`src/rtl/store_drain_unit.sv`:
```
// store_drain_unit
//   Drains the top entry of the store buffer to data memory once that store
//   has reached the ROB head. Only one write is in flight at a time. When
//   the write completes, the unit pops the store buffer and reports the
//   retired ROB index.
//
//   Optional feature: define STORE_MISALIGN_CHECK_EN to flag misaligned
//   stores. These are SH with addr[0]=1, or SW with addr[1:0]!=0. A flagged
//   store skips the memory write and is retired with store_exception=1.
//   Without the macro, store_exception is tied low and misaligned stores
//   are written with the low address bits truncated.
//
// Ports
//   clk, rst            clock, asynchronous active-high reset
//   sb_*                top-of-store-buffer entry (empty, addr, data, funct3, rob idx)
//   rob_head_*          ROB head valid/index, used for eligibility
//   dmem_ready/resp     memory accept and completion pulse
//   dmem_write/addr/wdata/wmask  memory write request
//   sb_pop              pops the store buffer
//   rob_store_done(_idx)  store retired, with its ROB index
//   store_exception     misaligned store flagged (optional feature)
//   store_busy          FSM not idle
module store_drain_unit #(
  parameter int ROB_IDX_W = 5
) (
  input  logic                 clk,
  input  logic                 rst,
  input  logic                 sb_empty,
  input  logic [31:0]          sb_addr,
  input  logic [31:0]          sb_data,
  input  logic [2:0]           sb_funct3,
  input  logic [ROB_IDX_W-1:0] sb_rob_idx,
  input  logic                 rob_head_valid,
  input  logic [ROB_IDX_W-1:0] rob_head_idx,
  input  logic                 dmem_ready,
  input  logic                 dmem_resp,
  output logic                 dmem_write,
  output logic [31:0]          dmem_addr,
  output logic [31:0]          dmem_wdata,
  output logic [3:0]           dmem_wmask,
  output logic                 sb_pop,
  output logic                 rob_store_done,
  output logic [ROB_IDX_W-1:0] rob_store_done_idx,
  output logic                 store_exception,
  output logic                 store_busy
);

  // state | meaning
  // IDLE  | waiting for the top store to become the ROB head
  // REQ   | write request held on the bus until dmem_ready
  // WAIT  | request accepted, waiting for the dmem_resp completion
  // DONE  | one-cycle pop and retire pulse
  typedef enum logic [1:0] {IDLE, REQ, WAIT, DONE} state_t;

  state_t                 state_q, state_d;
  logic [29:0]            addr_q, addr_d;
  logic [31:0]            wdata_q, wdata_d;
  logic [3:0]             wmask_q, wmask_d;
  logic [ROB_IDX_W-1:0]   rob_idx_q, rob_idx_d;
  // Set for the cycle after DONE. During that cycle the buffer top may still
  // show the store that was just popped, so eligibility is masked.
  logic                   rearm_blk_q, rearm_blk_d;
  logic                   eligible;
  logic [3:0]             mask_new;
  logic [31:0]            wdata_new;
`ifdef STORE_MISALIGN_CHECK_EN
  logic                   exc_q, exc_d;
  logic                   misaligned;
`endif

  assign eligible = !sb_empty && rob_head_valid && (rob_head_idx == sb_rob_idx)
                    && !rearm_blk_q;

  always_comb begin
    mask_new  = 4'b0000;
    wdata_new = sb_data;
    case (sb_funct3)
      3'b000: begin
        mask_new  = 4'b0001 << sb_addr[1:0];
        wdata_new = {4{sb_data[7:0]}};
      end
      3'b001: begin
        mask_new  = 4'b0011 << {sb_addr[1], 1'b0};
        wdata_new = {2{sb_data[15:0]}};
      end
      3'b010: begin
        mask_new  = 4'b1111;
        wdata_new = sb_data;
      end
      default: begin
        mask_new  = 4'b0000;
        wdata_new = sb_data;
      end
    endcase
  end

`ifdef STORE_MISALIGN_CHECK_EN
  assign misaligned = ((sb_funct3 == 3'b001) && sb_addr[0]) ||
                      ((sb_funct3 == 3'b010) && (sb_addr[1:0] != 2'b00));
`endif

  always_comb begin
    state_d     = state_q;
    addr_d      = addr_q;
    wdata_d     = wdata_q;
    wmask_d     = wmask_q;
    rob_idx_d   = rob_idx_q;
    rearm_blk_d = (state_q == DONE);
`ifdef STORE_MISALIGN_CHECK_EN
    exc_d       = exc_q;
`endif
    case (state_q)
      IDLE: begin
        if (eligible) begin
          addr_d    = sb_addr[31:2];
          wdata_d   = wdata_new;
          wmask_d   = mask_new;
          rob_idx_d = sb_rob_idx;
`ifdef STORE_MISALIGN_CHECK_EN
          exc_d     = misaligned;
          state_d   = misaligned ? DONE : REQ;
`else
          state_d   = REQ;
`endif
        end
      end
      REQ: begin
        if (dmem_ready) begin
          state_d = dmem_resp ? DONE : WAIT;
        end
      end
      WAIT: begin
        if (dmem_resp) begin
          state_d = DONE;
        end
      end
      DONE: begin
        state_d = IDLE;
      end
      default: begin
        state_d = IDLE;
      end
    endcase
  end

  always_ff @(posedge clk or posedge rst) begin
    if (rst) begin
      state_q     <= IDLE;
      addr_q      <= '0;
      wdata_q     <= '0;
      wmask_q     <= '0;
      rob_idx_q   <= '0;
      rearm_blk_q <= 1'b0;
`ifdef STORE_MISALIGN_CHECK_EN
      exc_q       <= 1'b0;
`endif
    end else begin
      state_q     <= state_d;
      addr_q      <= addr_d;
      wdata_q     <= wdata_d;
      wmask_q     <= wmask_d;
      rob_idx_q   <= rob_idx_d;
      rearm_blk_q <= rearm_blk_d;
`ifdef STORE_MISALIGN_CHECK_EN
      exc_q       <= exc_d;
`endif
    end
  end

  assign dmem_write         = (state_q == REQ);
  assign dmem_addr          = {addr_q, 2'b00};
  assign dmem_wdata         = wdata_q;
  assign dmem_wmask         = wmask_q;
  assign sb_pop             = (state_q == DONE);
  assign rob_store_done     = (state_q == DONE);
  assign rob_store_done_idx = rob_idx_q;
  assign store_busy         = (state_q != IDLE);
`ifdef STORE_MISALIGN_CHECK_EN
  assign store_exception    = (state_q == DONE) && exc_q;
`else
  assign store_exception    = 1'b0;
`endif

endmodule

```
`config.mk`:
```
export PLATFORM = sky130hd
export DESIGN_NAME = store_drain_unit
export DESIGN_NICKNAME = d
export VERILOG_FILES = /design/src/rtl/store_drain_unit.sv
export SDC_FILE = /design/constraint.sdc
export NUM_CORES = 1
export LEC_CHECK = 0
export BUFFER_PORTS_ARGS = -buffer_cell sky130_fd_sc_hd__buf_2
export CAP_MARGIN = 20
export CORE_MARGIN = 2
export CORE_UTILIZATION = 40
export DETAILED_ROUTE_END_ITERATION = 8
export PLACE_DENSITY = 0.74
export SLEW_MARGIN = 10
export SYNTH_ARGS = -nofsm -noshare
export SYNTH_HDL_FRONTEND = slang
export SYNTH_SLANG_ARGS = --single-unit
```
`constraint.sdc`:
```
create_clock -name clk -period 4.2 [get_ports clk]
set_clock_uncertainty 0.15 [all_clocks]
set_input_delay 0.63 -clock clk [delete_from_list [all_inputs] [get_ports clk]]
set_output_delay 0.63 -clock clk [all_outputs]
set_load 0.1 [all_outputs]
```
==> impl_metrics.json <==
{
  "outcome": "finished clean",
  "rsz0062_at_grt": "false",
  "p_int_w": 0.00136,
  "min_period_ns": 2.55,
  "wirelength_um": 7630,
  "yosys_warnings": 0,
  "area.growth.synth_to_final_pct": 30.3,
  "critPathCaptureType": "flop",
  "initial_core_util": 0.419,
  "synth.avg_cell_area_sq_um": 13.8,
  "power_density_nw_per_um2": 575,
  "synth_area_leaders": "dfrtp_1 (53%), mux2_2 (27%), mux2i_1 (2.9%)",
  "numCtsBuffers": 9,
  "r2r-end": "dmem_wdata[20]",
  "worstHoldPathType": "in -> async",
  "ios": 161,
  "nets": 499,
  "dpl_worst_slack_ns": 1.41,
  "synth_area_sq_um": 3470,
  "switchingPower_w": 0.00124,
  "seq_area_sq_um": 1850,
  "rows": 33,
  "cts_buffer_depth": 2,
  "maxCapViolations": 0,
  "worstSetupPathType": "reg -> reg",
  "fin_ws_ns": 1.65,
  "synth_top_area_share": 0.533,
  "power_frac_seq": 0.329,
  "comb_power_share": 0.439,
  "syn_inst": 252,
  "hpwl_um": 5610,
  "core_sq_um": 8300,
  "antenna_cells": 0,
  "grt_use_total": 0.168,
  "cp.required_ns": 4.27,
  "vias_per_cell": 4.86,
  "synth_cell_types": 34,
  "multi_input_area_sq_um": 1480,
  "leakage_nw": 2.54,
  "crit_slowest_cell": "buf_4",
  "critPathMaxFanout": 71,
  "insertion_delay_ns": 0.33,
  "start_kind": "flop",
  "reg2reg_depth": 6,
  "antenna_found_initial": 0,
  "hold_viol": 0,
  "timing.critical_path.buf_inv": 3,
  "cpPeakStageDelay_ns": 0.70,
  "htreeDepth": 3,
  "fin_util": 0.545,
  "antenna_left": 0,
  "setup_viol": 0,
  "swShare": 0.476,
  "ys_ff_latch": 74,
  "die_width_um": 97.2,
  "async_flop_share": 1.00,
  "critPathTopFamily": "buffers and inverters",
  "crit_path_cell_trace": "inv_1 -> ha_1 -> inv_1 -> nor3_4 -> buf_4 -> mux2_2",
  "synth.most_common_cell": "mux2_2",
  "grt_overflow": 0,
  "worst_slew_pin_slew_ns": 0.948,
  "synth_enable_flop_cells": 0,
  "ctsHoldBuffers": 0,
  "cts_resized": 0,
  "vias": 2532,
  "vdd_drop_max_mv": 0.250,
  "clkPwrFrac": 0.233,
  "r2r_start": "state_q[0]",
  "period_share": 0.606,
  "synth_flop_cell": "dfrtp_1",
  "fp.dieH_um": 97.2,
  "maxSlewViolCount": 0,
  "first_pass_iters": 3,
  "post-cts-setup-buffers": 0,
  "wl_per_cell_um": 14.6,
  "grt_pass1_vias": 2704,
  "die-area_sq_um": 9440,
  "yosys.area.top_type": "dfrtp_1",
  "remaining_drc_errors": 0,
  "slew_headroom": 0.367,
  "synth_common_cells": "mux2_2 (82), dfrtp_1 (74), nor2_1 (11)",
  "clkSlewWorstSetupHoldPaths_ns": 0.08,
  "gp_congestion": 0.798,
  "nFillCells": 771,
  "root_buffer": "clkbuf_8",
  "cts.sinks": 74,
  "tritoncts": "built",
  "cpMostUsedCell": "inv_1",
  "portBuffers": 157,
  "worstPathArrival_ns": 2.62,
  "layout-drive-gt1-share": 0.632,
  "reg2reg_slack_ns": 1.65,
  "grt_pass1_wl_um": 12900,
  "tns_ns": 0,
  "grt_start_max_net_pins": 72,
  "yosysSeqAreaShare": 0.533,
  "drtIter0Drc": 53,
  "fmax_ghz": 0.393
}
## power groups by stage
stage,Combinational (W),Clock (W),Sequential (W)
5_1_grt,0.00119,0.000658,0.000870
3_3_place_gp,0.00113,0,0.000864
2_1_floorplan,0.000405,0,0.00142
4_1_cts,0.00115,0.000623,0.000856
3_5_place_dp,0.00115,0,0.000868
6_report,0.00114,0.000605,0.000855
## worst max-delay path by stage
stage                        from             end  slack (ns)  cells after the start
floorplan                     rst       addr_q[0]        1.54                      1
global placement    sb_rob_idx[3]  dmem_wdata[24]        1.44                      6
detailed placement  sb_rob_idx[3]  dmem_wdata[22]        1.41                      6
CTS                    state_q[0]      addr_q[21]        1.66                      6
global route           state_q[1]       addr_q[4]        1.45                      6
finish                 state_q[0]  dmem_wdata[20]        1.65                      6
## stage by stage
stage                     power, W  area [sq um]  hold WS, ns  cells
after detailed placement   0.00202          4310        0.319    505
after floorplan            0.00182          3480        0.423    254
after global placement     0.00199          4310        0.312    505
after CTS                  0.00263          4530        0.307    521
final                      0.00260          4530        0.286    521
after global routing       0.00272          4530        0.343    521
## layout make-up
| class | instances | share of cell area |
|---|---|---|
| Clock buffer | 10 | 0.0282 |
| Inverter | 6 | 0.00525 |
| Sequential cell | 74 | 0.409 |
| Clock inverter | 6 | 0.0202 |
| Timing Repair Buffer | 161 | 0.180 |
| Tap cell | 105 | 0.0290 |
| Multi-Input combinational cell | 159 | 0.328 |
## per-layer routing
layer  GRT usage  wire length [um]
met3      0.0496               512
met2       0.287              3840
met4      0.0650               147
met1       0.200              3130
met5           0                 0
## cells in the final DEF, fill, tap and decap left out, types with 2 or more instances in the layout
cell type and instances:
nor2_1 10, mux2i_1 10, o21ai_0 3, ha_1 5
dfrtp_1 74, a31oi_1 2, inv_1 5, a21oi_1 9
nor3_1 2, xnor2_1 5, clkbuf_8 9, mux2_1 4
a41oi_1 2, nand2_1 3, nor2b_1 3, bufinv_16 2
nand2b_1 2, clkinvlp_4 3, conb_1 3, mux2_2 82
buf_4 4, buf_2 157
## cells by family (layout without fill, tap and decap cells)
group                      Yosys count  after routing  synth area share
xor gates and xnor gates             5              5            0.0126
AOI/OAI and AO/OA                   21             21            0.0371
other                                1              3           0.00108
adders and majority gates            5              5            0.0180
DFF                                 74             74             0.533
buffers and inverters               21            183            0.0425
and+or+nand+nor                     29             29            0.0479
muxes                               96             96             0.308
## registers in the layout (all words and copies together), names as in the netlist
name / flops
dmem_wdata: 32
addr_q: 30
rearm_blk_q: 1
rob_store_done_idx: 5
state_q: 2
dmem_wmask: 4
(Power assumes the default switching activity.)
